<file path="config.mk">
export PLATFORM = sky130hd
export DESIGN_NAME = instr_fetch_router
export DESIGN_NICKNAME = d
export VERILOG_FILES = /design/src/rtl/ibex_demo_system_pkg.sv /design/src/rtl/instr_fetch_router_sat_counter.sv /design/src/rtl/instr_fetch_router.sv
export SDC_FILE = /design/constraint.sdc
export NUM_CORES = 1
export LEC_CHECK = 0
export CAP_MARGIN = 20
export CORE_ASPECT_RATIO = 0.5
export CORE_MARGIN = 8
export CORE_UTILIZATION = 28
export CTS_CLUSTER_DIAMETER = 40
export DETAILED_ROUTE_END_ITERATION = 6
export PLACE_DENSITY = 0.86
export SYNTH_ARGS = -nofsm -noshare
export SYNTH_HDL_FRONTEND = slang
export SYNTH_SLANG_ARGS = --single-unit
export TNS_END_PERCENT = 50
</file>
<file path="constraint.sdc">
create_clock -name clk_i -period 2.4 [get_ports clk_i]
set_clock_uncertainty 0.05 [all_clocks]
set_input_delay 0.6 -clock clk_i [delete_from_list [all_inputs] [get_ports clk_i]]
set_output_delay 0.6 -clock clk_i [all_outputs]
set_load 0.03 [all_outputs]
</file>
<file path="src/rtl/ibex_demo_system_pkg.sv">
// ibex_demo_system_pkg: fetch target encoding and default memory windows.
package ibex_demo_system_pkg;
   typedef enum logic [1:0] {FetchRam, FetchDbg, FetchErr} fetch_target_e;
   localparam logic [31:0] RAM_BASE = 32'h0010_0000;
   localparam logic [31:0] RAM_MASK = 32'hFFF0_0000;
   localparam logic [31:0] DBG_BASE = 32'h1A11_0000;
   localparam logic [31:0] DBG_MASK = 32'hFFFF_0000;
endpackage

</file>
<file path="src/rtl/instr_fetch_router_sat_counter.sv">
// sat_counter: up-counter that sticks at all-ones instead of wrapping.
module sat_counter #(
   parameter int Width = 16
) (
   input  logic             clk_i,
   input  logic             rst_i,
   input  logic             inc_i,
   output logic [Width-1:0] cnt_o
);
   logic [Width-1:0] cnt_d, cnt_q;
   always_comb cnt_d = (inc_i && !(&cnt_q)) ? cnt_q + 1'b1 : cnt_q;
   always_ff @(posedge clk_i or posedge rst_i)
      if (rst_i) cnt_q <= '0;
      else       cnt_q <= cnt_d;
   assign cnt_o = cnt_q;
endmodule

</file>
<file path="src/rtl/instr_fetch_router.sv">
// instr_fetch_router: steers Ibex fetches to SRAM port B or the debug window,
// answering unmapped fetches with a bus error one cycle after grant.
module instr_fetch_router
   import ibex_demo_system_pkg::*;
#(
   parameter int          AddrWidth = 32,
   parameter int          DataWidth = 32,
   parameter logic [31:0] RamBase   = RAM_BASE,
   parameter logic [31:0] RamMask   = RAM_MASK,
   parameter logic [31:0] DbgBase   = DBG_BASE,
   parameter logic [31:0] DbgMask   = DBG_MASK,
   parameter int          ErrCntW   = 16
) (
   input  logic                 clk_i,
   input  logic                 rst_i,
   input  logic                 instr_req_i,
   input  logic [AddrWidth-1:0] instr_addr_i,
   output logic                 instr_gnt_o,
   output logic                 instr_rvalid_o,
   output logic [DataWidth-1:0] instr_rdata_o,
   output logic                 instr_err_o,
   output logic                 ram_req_o,
   output logic [AddrWidth-1:0] ram_addr_o,
   input  logic [DataWidth-1:0] ram_rdata_i,
   input  logic                 dbg_busy_i,
   output logic                 dbg_req_o,
   input  logic [DataWidth-1:0] dbg_rdata_i,
   output logic [ErrCntW-1:0]   err_cnt_o
);
   fetch_target_e tgt, sel_d, sel_q;
   logic          rvalid_d, rvalid_q;
   always_comb begin
      tgt = ((instr_addr_i & AddrWidth'(RamMask)) == AddrWidth'(RamBase)) ? FetchRam :
            ((instr_addr_i & AddrWidth'(DbgMask)) == AddrWidth'(DbgBase)) ? FetchDbg : FetchErr;
      ram_req_o   = instr_req_i && tgt == FetchRam;
      dbg_req_o   = instr_req_i && tgt == FetchDbg && !dbg_busy_i;
      instr_gnt_o = ram_req_o || dbg_req_o || (instr_req_i && tgt == FetchErr);
      rvalid_d    = instr_gnt_o;
      sel_d       = instr_gnt_o ? tgt : sel_q;
   end
   // Reset drops any response still in flight.
   always_ff @(posedge clk_i or posedge rst_i)
      if (rst_i) begin
         rvalid_q <= 1'b0;
         sel_q    <= FetchRam;
      end else begin
         rvalid_q <= rvalid_d;
         sel_q    <= sel_d;
      end
   assign ram_addr_o     = instr_addr_i;
   assign instr_rvalid_o = rvalid_q;
   assign instr_err_o    = rvalid_q && sel_q == FetchErr;
   assign instr_rdata_o  = sel_q == FetchRam ? ram_rdata_i :
                           sel_q == FetchDbg ? dbg_rdata_i : '0;
   sat_counter #(.Width(ErrCntW)) u_err_cnt (
      .clk_i (clk_i),
      .rst_i (rst_i),
      .inc_i (instr_gnt_o && tgt == FetchErr),
      .cnt_o (err_cnt_o)
   );
endmodule
</file>
* Word level (Yosys, flattened, before mapping)
Index checks and enable logic that the tools add are counted.
Storage, ports and cells: register bits after elaboration 19, bits of input ports 100
Operators by class: $add $sub $neg 1, eq/ne operators 6, multiplexer cells 4, reduce and logical (&&, ||, !) cells 14
Operators by type and width (count):
- 2-to-1 mux 32 bit | 2
- adder 16 x 1 -> 16 bit, second input constant | 1
- equality test 16 x 13 -> 1 bit, second input constant | 1
- AND reduction 16 bit | 1
- equality test 12 x 1 -> 1 bit, second input constant | 1
- logical AND 1 bit | 7
- equality test 2 x 1 -> 1 bit, second input constant | 2
- equality test 2 bit, second input constant | 2
- zero test 2 bit | 2
- 2-to-1 mux 2 bit | 2
- zero test 1 bit | 2
- logical OR 1 bit | 2

* Logic depth before layout (Yosys ltp)
Gate-level depths: netlist of run 1.
word-level depth 10, gate-level depth with buffers 7

* Modules after synthesis
A second synthesis of run 1 with hierarchy kept.
Unflattened totals: cell total of the unflattened synthesis 201, area total of the unflattened synthesis 1780.5 um^2
By module, submodules not included:
- instr_fetch_router | instances 1, cells each 128, area an instance 982.2 um^2, seq. area each 75.1 um^2
- sat_counter | instances 1, cells each 73, area an instance 798.3 um^2, seq. area each 400.4 um^2

* Worst setup path before layout of run 1
No wires, ideal clock.
kind input to output, start point input instr_addr_i[26], end point output dbg_req_o, arrival 1953 ps, data required time 1750 ps, path slack -203 ps, cell stages on the path 4, path buffers 0, cell sequence nor4_1 > and4b_1 > nand2_1 > nor3b_1
Between the ends: cells in the longest elaborated chain, start to end 6, elaborated cells on any way between the ends 7, those cells by class eq/ne (3); mux (2); reduce/logical (2)
RTL lines:
- start, declared | line instr_fetch_router.sv:17 | input logic [AddrWidth-1:0] instr_addr_i,
- equality test 16 x 13 -> 1 bit | line instr_fetch_router.sv:34 | ((instr_addr_i & AddrWidth'(DbgMask)) == AddrWidth'(DbgBase)) ? FetchDbg : FetchErr;
- 2-to-1 mux 2 bit | line instr_fetch_router.sv:34
- 2-to-1 mux 2 bit * | line instr_fetch_router.sv:33 | tgt = ((instr_addr_i & AddrWidth'(RamMask)) == AddrWidth'(RamBase)) ? FetchRam :
- equality test 2 x 1 -> 1 bit * | line instr_fetch_router.sv:36 | dbg_req_o = instr_req_i && tgt == FetchDbg && !dbg_busy_i;
- logical AND 1 bit * (2 in a row) | line instr_fetch_router.sv:36
- end, declared | line instr_fetch_router.sv:26 | output logic dbg_req_o,
Every way passes the cells marked *; elsewhere a longest branch is shown, timed or not.

* Worst setup path after layout of run 1
start point input instr_addr_i[29], end point output instr_gnt_o
Between the ends: cells in the longest elaborated chain, start to end 8, elaborated cells on any way between the ends 13, those cells by class eq/ne (4); mux (2); reduce/logical (7)
RTL lines:
- equality test 16 x 13 -> 1 bit | line instr_fetch_router.sv:34
- 2-to-1 mux 2 bit | line instr_fetch_router.sv:34
- 2-to-1 mux 2 bit * | line instr_fetch_router.sv:33
- equality test 2 x 1 -> 1 bit | line instr_fetch_router.sv:36
- logical AND 1 bit (2 in a row) | line instr_fetch_router.sv:36
- logical OR 1 bit | line instr_fetch_router.sv:37 | instr_gnt_o = ram_req_o || dbg_req_o || (instr_req_i && tgt == FetchErr);
- logical OR 1 bit * | line instr_fetch_router.sv:37
- end, declared | line instr_fetch_router.sv:18 | output logic instr_gnt_o,
Marks and branches as above.

==> flow_summary.json, run 1 <==
{
  "outcome": "finished, final reports clean",
  "synth-xor-area-share": 0.0723,
  "async_reset_ff_frac": 1.00,
  "max_freq_ghz": 0.421,
  "portBuffers": 152,
  "grt_pass1_wl_um": 11200,
  "rows": 20,
  "route.detailed.drc": 0,
  "fp.dieArea_um2": 8960,
  "synth-compound-area-share": 0.0494,
  "final_util": 0.543,
  "layout-drive-gt1-share": 0.295,
  "maxCapViolCount": 0,
  "area_delta_synth_final_pct": 90.7,
  "antenna_found_initial": 1,
  "dp_hpwl_um": 6020,
  "path_clk_slew_ns": 0.05,
  "overflow": 0,
  "ios": 185,
  "synth_seq_cells": 19,
  "slowest_stage": "and4b_2",
  "gp_routability_congestion": 0.879,
  "netlist-cell-type-count": 30,
  "clkLatencyLatePin_ns": 0.25,
  "synth_fa_ha_area_frac": 0.00737,
  "cp.arrival_ns": 1.73,
  "power_leakage_uw": 0.00144,
  "slowest_delay_ns": 0.33,
  "synth.top_cell.area_share": 0.280,
  "ctsHtreeMaxLevel": 1,
  "yosysWarnings": 0,
  "synthesis.nets": 298,
  "dp_slack_ns": -0.351,
  "startpoint_type": "primary input",
  "setup_viol": 0,
  "final_cell_mix": "clkdlybuf4s50_1 (83), buf_4 (73), nor2_1 (37)",
  "firstDrtPassIters": 4,
  "cts_tree": "yes",
  "synth-edff-count": 0,
  "power.density_nw_per_um2": 495,
  "final_area_um2": 3240,
  "synth-simple-area-share": 0.212,
  "cp_top_family": "simple AND/OR/NAND/NOR gates",
  "hold_class": "reg -> reg",
  "cts_root_buf": "clkbuf_16",
  "cts_hold_buffers": 0,
  "die_w_um": 126,
  "cts_max_path_buffers": 2,
  "grt_usage": 0.153,
  "synth_area_leaders": "dfrtp_1 (28%), mux2i_1 (19%), buf_4 (14%)",
  "period_needed_ns": 2.38,
  "hold_viol": 0,
  "cpMostUsedCell": "buf_6",
  "relSlewSlack": 0.524,
  "netlist_area_um2": 1700,
  "final.setup.worst_slack_ns": 0.0245,
  "synth_seq_area_share": 0.280,
  "maxSlewViolCount": 0,
  "syn_inst": 197,
  "wirelength_um": 7450,
  "nets": 438,
  "first_global_vias": 2090,
  "worst_pin_slew_ns": 0.713,
  "grt_max_degree": 21,
  "dpl-instance-area_um2": 3080,
  "synth_flop_cell": "dfrtp_1",
  "p_total_uw": 1600,
  "drt_iter0_drc": 77,
  "worstSetupEndpointType": "output port",
  "num_vias": 1967,
  "r2r_start": "u_err_cnt.cnt_o[0]$_DFFE_PP0P_",
  "die_h_um": 71.0,
  "path_buf_inv": 2,
  "ant_nets": 0,
  "cp.required_ns": 1.75,
  "cts.sinks": 19,
  "start_util": 0.285,
  "synth_mux_area_frac": 0.202,
  "syn_area_per_cell_um2": 8.61,
  "peakVddDrop_mv": 0.338,
  "viasPerCell": 4.75,
  "synth_top_family_by_area": "simple AND/OR/NAND/NOR gates",
  "crit_path_max_fanout": 4,
  "routedWlPerCell_um": 18.0,
  "min_from": "u_err_cnt.cnt_o[7]$_DFFE_PP0P_",
  "cts_buffers": 3,
  "startpoint": "instr_addr_i[29]",
  "coreArea_um2": 5960,
  "mostFrequentLayoutCell": "clkdlybuf4s50_1",
  "crit_chain": "buf_6 -> nor4_2 -> and4b_2 -> a21o_1 -> o21a_1 -> buf_6",
  "synth_top_cell_by_area": "dfrtp_1",
  "critical_path_class": "in -> out",
  "rsz0062_at_grt": "yes",
  "period_share": 0.990
}
-- sequential cells by signal, indices dropped and copies added (netlist names) --
register         flops
instr_rvalid_o       1
sel_q                2
u_err_cnt.cnt_o     16
-- repair_timing --
item                       4_1_cts  5_1_grt
resized for setup               35       17
buffers inserted                 5        1
setup endpoints to repair        3       19
gates cloned                     0        0
pin swaps                        7        8
-- path summary, 6_finish.rpt --
path / to / slack, ns / depth (start not counted)
max: instr_gnt_o / 0.02 / 6
min: u_err_cnt.cnt_o[7]$_DFFE_PP0P_ / 0.45 / 1
max reg2reg: u_err_cnt.cnt_o[3]$_DFFE_PP0P_ / 0.33 / 6
min reg2reg: u_err_cnt.cnt_o[7]$_DFFE_PP0P_ / 0.45 / 1
max in group asynchronous: sel_q[0]$_DFFE_PP0P_ / 1.09 / 2
min in group asynchronous: u_err_cnt.cnt_o[8]$_DFFE_PP0P_ / 0.72 / 2
-- power by group --
| group | switching (uW) | internal, uW |
|---|---|---|
| clock network | 113 | 226 |
| logic | 396 | 382 |
| registers | 104 | 381 |
| total | 613 | 988 |
-- kinds of logic (layout without fill, tap and decap cells) --
logic type               count (synthesis)  in the layout
adder cells (fa/ha/maj)                  1              1
multiplexers                            34             34
XOR/XNOR                                14             14
flip-flops                              19             19
buffers and inverters                   45            184
AO/OA/AOI/OAI                            9              9
AND/OR/NAND/NOR                         75             75
other                                    0              1
-- stage by stage --
stage	hold WS (ns)	std cells	TNS, ns
final	0.451	414	0
after detailed placement	0.447	403	-3.73
after global routing	0.470	414	-0.0268
after global placement	0.438	403	-2.51
after CTS	0.454	412	0
after floorplan	0.501	197	0
-- final cells by class --
class | count | area, um^2
antenna | 1 | 2.50
clock buffer | 4 | 78.8
fill | 518 | 2720
inverter | 3 | 11.3
multi-input combinational | 133 | 978
sequential | 19 | 477
tap | 77 | 96.3
timing repair buffer | 177 | 1590
-- synth_stat cells, types with 3 or more instances --
| cell type | n |
|---|---|
| mux2i_1 | 32 |
| nand2_1 | 9 |
| inv_1 | 3 |
| nand4_1 | 11 |
| buf_4 | 32 |
| xnor2_1 | 13 |
| and3_1 | 3 |
| nor4_1 | 4 |
| clkbuf_1 | 6 |
| nand3_1 | 5 |
| nor2_1 | 37 |
| buf_2 | 3 |
| dfrtp_1 | 19 |
-- per-layer routing --
layer | vias up | wire, um | share of wire | global-route usage
met5 | - | 0 | 0 | 0
li1 | 930 | - | - | -
met2 | 87 | 4050 | 0.54 | 0.302
met4 | 0 | 219 | 0.029 | 0.0661
met3 | 18 | 636 | 0.085 | 0.0465
met1 | 932 | 2540 | 0.34 | 0.145
(Power assumes the default switching activity.)
==> run 2, diff against run 1 <==
ABC_AREA = 1   (was not set)
CORE_UTILIZATION = 33   (was 28)
PLACE_DENSITY = 0.88   (was 0.86)
==> flow_summary.json, run 2 <==
{
  "outcome": "finished, final reports clean",
  "maxCapViolCount": 0,
  "crit_chain": "clkdlybuf4s50_1 -> nor2_1 -> nand3_1 -> nor2_1 -> nand2_1 -> nand2_1 -> nand2_2 -> buf_6",
  "synth_seq_area_share": 0.220,
  "synth-edff-count": 0,
  "die_w_um": 131,
  "netlist-cell-type-count": 26,
  "gp_routability_congestion": 0.830,
  "largest_reg_flops": 16,
  "rsz0062_at_grt": "yes",
  "period_share": 0.990,
  "relSlewSlack": 0.732,
  "final_cell_mix": "nand2_1 (114), nand3_1 (91), clkdlybuf4s50_1 (89)",
  "netlist_area_um2": 2160,
  "cp.required_ns": 1.75,
  "nets": 599,
  "hold_viol": 0,
  "firstDrtPassIters": 4,
  "yosysWarnings": 0,
  "drt_iter0_drc": 221,
  "n_antenna_cell": 0,
  "grt_pass1_wl_um": 12400,
  "max_freq_ghz": 0.421,
  "cts_root_buf": "clkbuf_16",
  "slowest_stage": "clkdlybuf4s50_1",
  "synthesis.nets": 468,
  "route.detailed.drc": 0,
  "power.density_nw_per_um2": 421,
  "rows": 20,
  "slowest_delay_ns": 0.41,
  "startpoint_type": "primary input",
  "min_from": "u_err_cnt.cnt_o[1]$_DFFE_PP0P_",
  "cts_buffers": 3,
  "start_util": 0.349,
  "finalNonFillerCells": 585,
  "clkLatencyLatePin_ns": 0.26,
  "setup_viol": 0,
  "startpoint": "instr_addr_i[19]",
  "grt_max_degree": 53,
  "synth_flop_cell": "dfrtp_1",
  "syn_area_per_cell_um2": 5.90,
  "cts_tree": "yes",
  "wirelength_um": 8580,
  "path_buf_inv": 2,
  "portBuffers": 152,
  "async_reset_ff_frac": 1.00,
  "overflow": 0,
  "synth.most_common_cell": "nand2_1",
  "die_h_um": 73.3,
  "mostFrequentLayoutCell": "nand2_1",
  "period_needed_ns": 2.38,
  "syn_inst": 367,
  "layout-drive-gt1-share": 0.189,
  "cp.arrival_ns": 1.73,
  "synth_seq_cells": 19,
  "path_clk_slew_ns": 0.06,
  "synth_area_leaders": "dfrtp_1 (22%), nand3_1 (21%), nand2_1 (20%)",
  "synth.top_cell.area_share": 0.220,
  "antenna_found_initial": 0,
  "dp_hpwl_um": 6480,
  "cp_top_family": "simple AND/OR/NAND/NOR gates",
  "first_global_vias": 2499,
  "routedWlPerCell_um": 14.7,
  "num_vias": 2782,
  "critical_path_class": "in -> out",
  "crit_path_max_fanout": 3,
  "synth_top_cell_by_area": "dfrtp_1",
  "power_leakage_uw": 0.00194,
  "grt_usage": 0.160,
  "hold_class": "reg -> reg",
  "maxSlewViolCount": 0,
  "peakVddDrop_mv": 0.367,
  "viasPerCell": 4.76,
  "worst_pin_slew_ns": 0.401,
  "cts_max_path_buffers": 2,
  "dp_cells": 574,
  "synth_common_cells": "nand2_1 (115), nand3_1 (91), inv_1 (33), buf_4 (32), nor2_1 (31)",
  "area_delta_synth_final_pct": 72.0,
  "coreArea_um2": 6210,
  "finalSetupTns_ns": 0,
  "worstSetupEndpointType": "output port",
  "ctsHtreeMaxLevel": 1,
  "fp.dieArea_um2": 9560,
  "ant_nets": 0,
  "ios": 185,
  "r2r_start": "u_err_cnt.cnt_o[0]$_DFFE_PP0P_",
  "cts.sinks": 19
}
==> run 2: cell count changes after synthesis, moves of 4 or more <==
cell	delta
nand4_1	-5
xnor2_1	-10
nand3_1	+86
nor4_1	-4
inv_1	+30
clkbuf_1	+4
nor2_1	-6
mux2i_1	-32
nand2_1	+106
==> run 2: area by class of cell <==
class / instances / area (um^2)
inverter: 33 / 124
clock inverter: 1 / 5.00
sequential: 19 / 475
clock buffer: 3 / 75.1
multi-input combinational: 267 / 1270
fill: 558 / 2480
timing repair buffer: 174 / 1660
tap: 88 / 110
==> run 2: path summary, 6_finish.rpt <==
check	slack, ns	cells after the start	end
max	0.02	8	instr_gnt_o
min	0.52	2	u_err_cnt.cnt_o[1]$_DFFE_PP0P_
min in group asynchronous	0.63	3	u_err_cnt.cnt_o[10]$_DFFE_PP0P_
max reg2reg	0.61	6	u_err_cnt.cnt_o[4]$_DFFE_PP0P_
min reg2reg	0.52	2	u_err_cnt.cnt_o[1]$_DFFE_PP0P_
max in group asynchronous	1.46	3	u_err_cnt.cnt_o[6]$_DFFE_PP0P_
==> run 2: through the flow <==
step	cell area [um^2]	utilization	total power (uW)	hold slack (ns)	setup slack (ns)
after floorplan	2160	-	887	0.501	0.320
after global placement	3540	0.570	1210	0.484	0.0237
after detailed placement	3540	0.570	1220	0.499	-0.00160
after CTS	3650	0.589	1570	0.517	0.000245
after global routing	3720	0.600	1650	0.540	-0.0574
final	3720	0.600	1570	0.520	0.0246
==> run 2: cells by family after synthesis <==
group	after synthesis	share of synthesized area
simple gates	254	0.527
buf+inv	82	0.208
flops	19	0.220
xor+xnor	7	0.0283
compound gates	4	0.0116
fa+ha+maj	1	0.00578
==> run 2: metal layers <==
metal / up-vias / wire, um / global-route usage / share of wire
li1: 1409 / - / - / -
met1: 1251 / 3090 / 0.170 / 0.36
met2: 92 / 4540 / 0.313 / 0.53
met3: 30 / 693 / 0.0332 / 0.081
met4: 0 / 257 / 0.0441 / 0.030
met5: - / 0 / 0 / 0
==> run 2: repair_timing <==
item,CTS,global route
setup endpoints to repair,1,19
setup buffers,5,1
endpoints found under the hold margin,0,0
hold buffers,0,0
pin swaps,3,11
resized for setup,1,19
gates cloned,0,1
==> run 2: worst min-delay path, delay by kind of cell, from the launching register on <==
kind | cells | cell delay, ns
DFF | 1 | 0.41
and+or+nand+nor | 2 | 0.12
==> run 2: where the power goes <==
group	switching, uW	internal, uW	leakage [uW]
clock	128	224	0.0000409
combinational	422	364	0.00165
sequential	69.0	359	0.000252
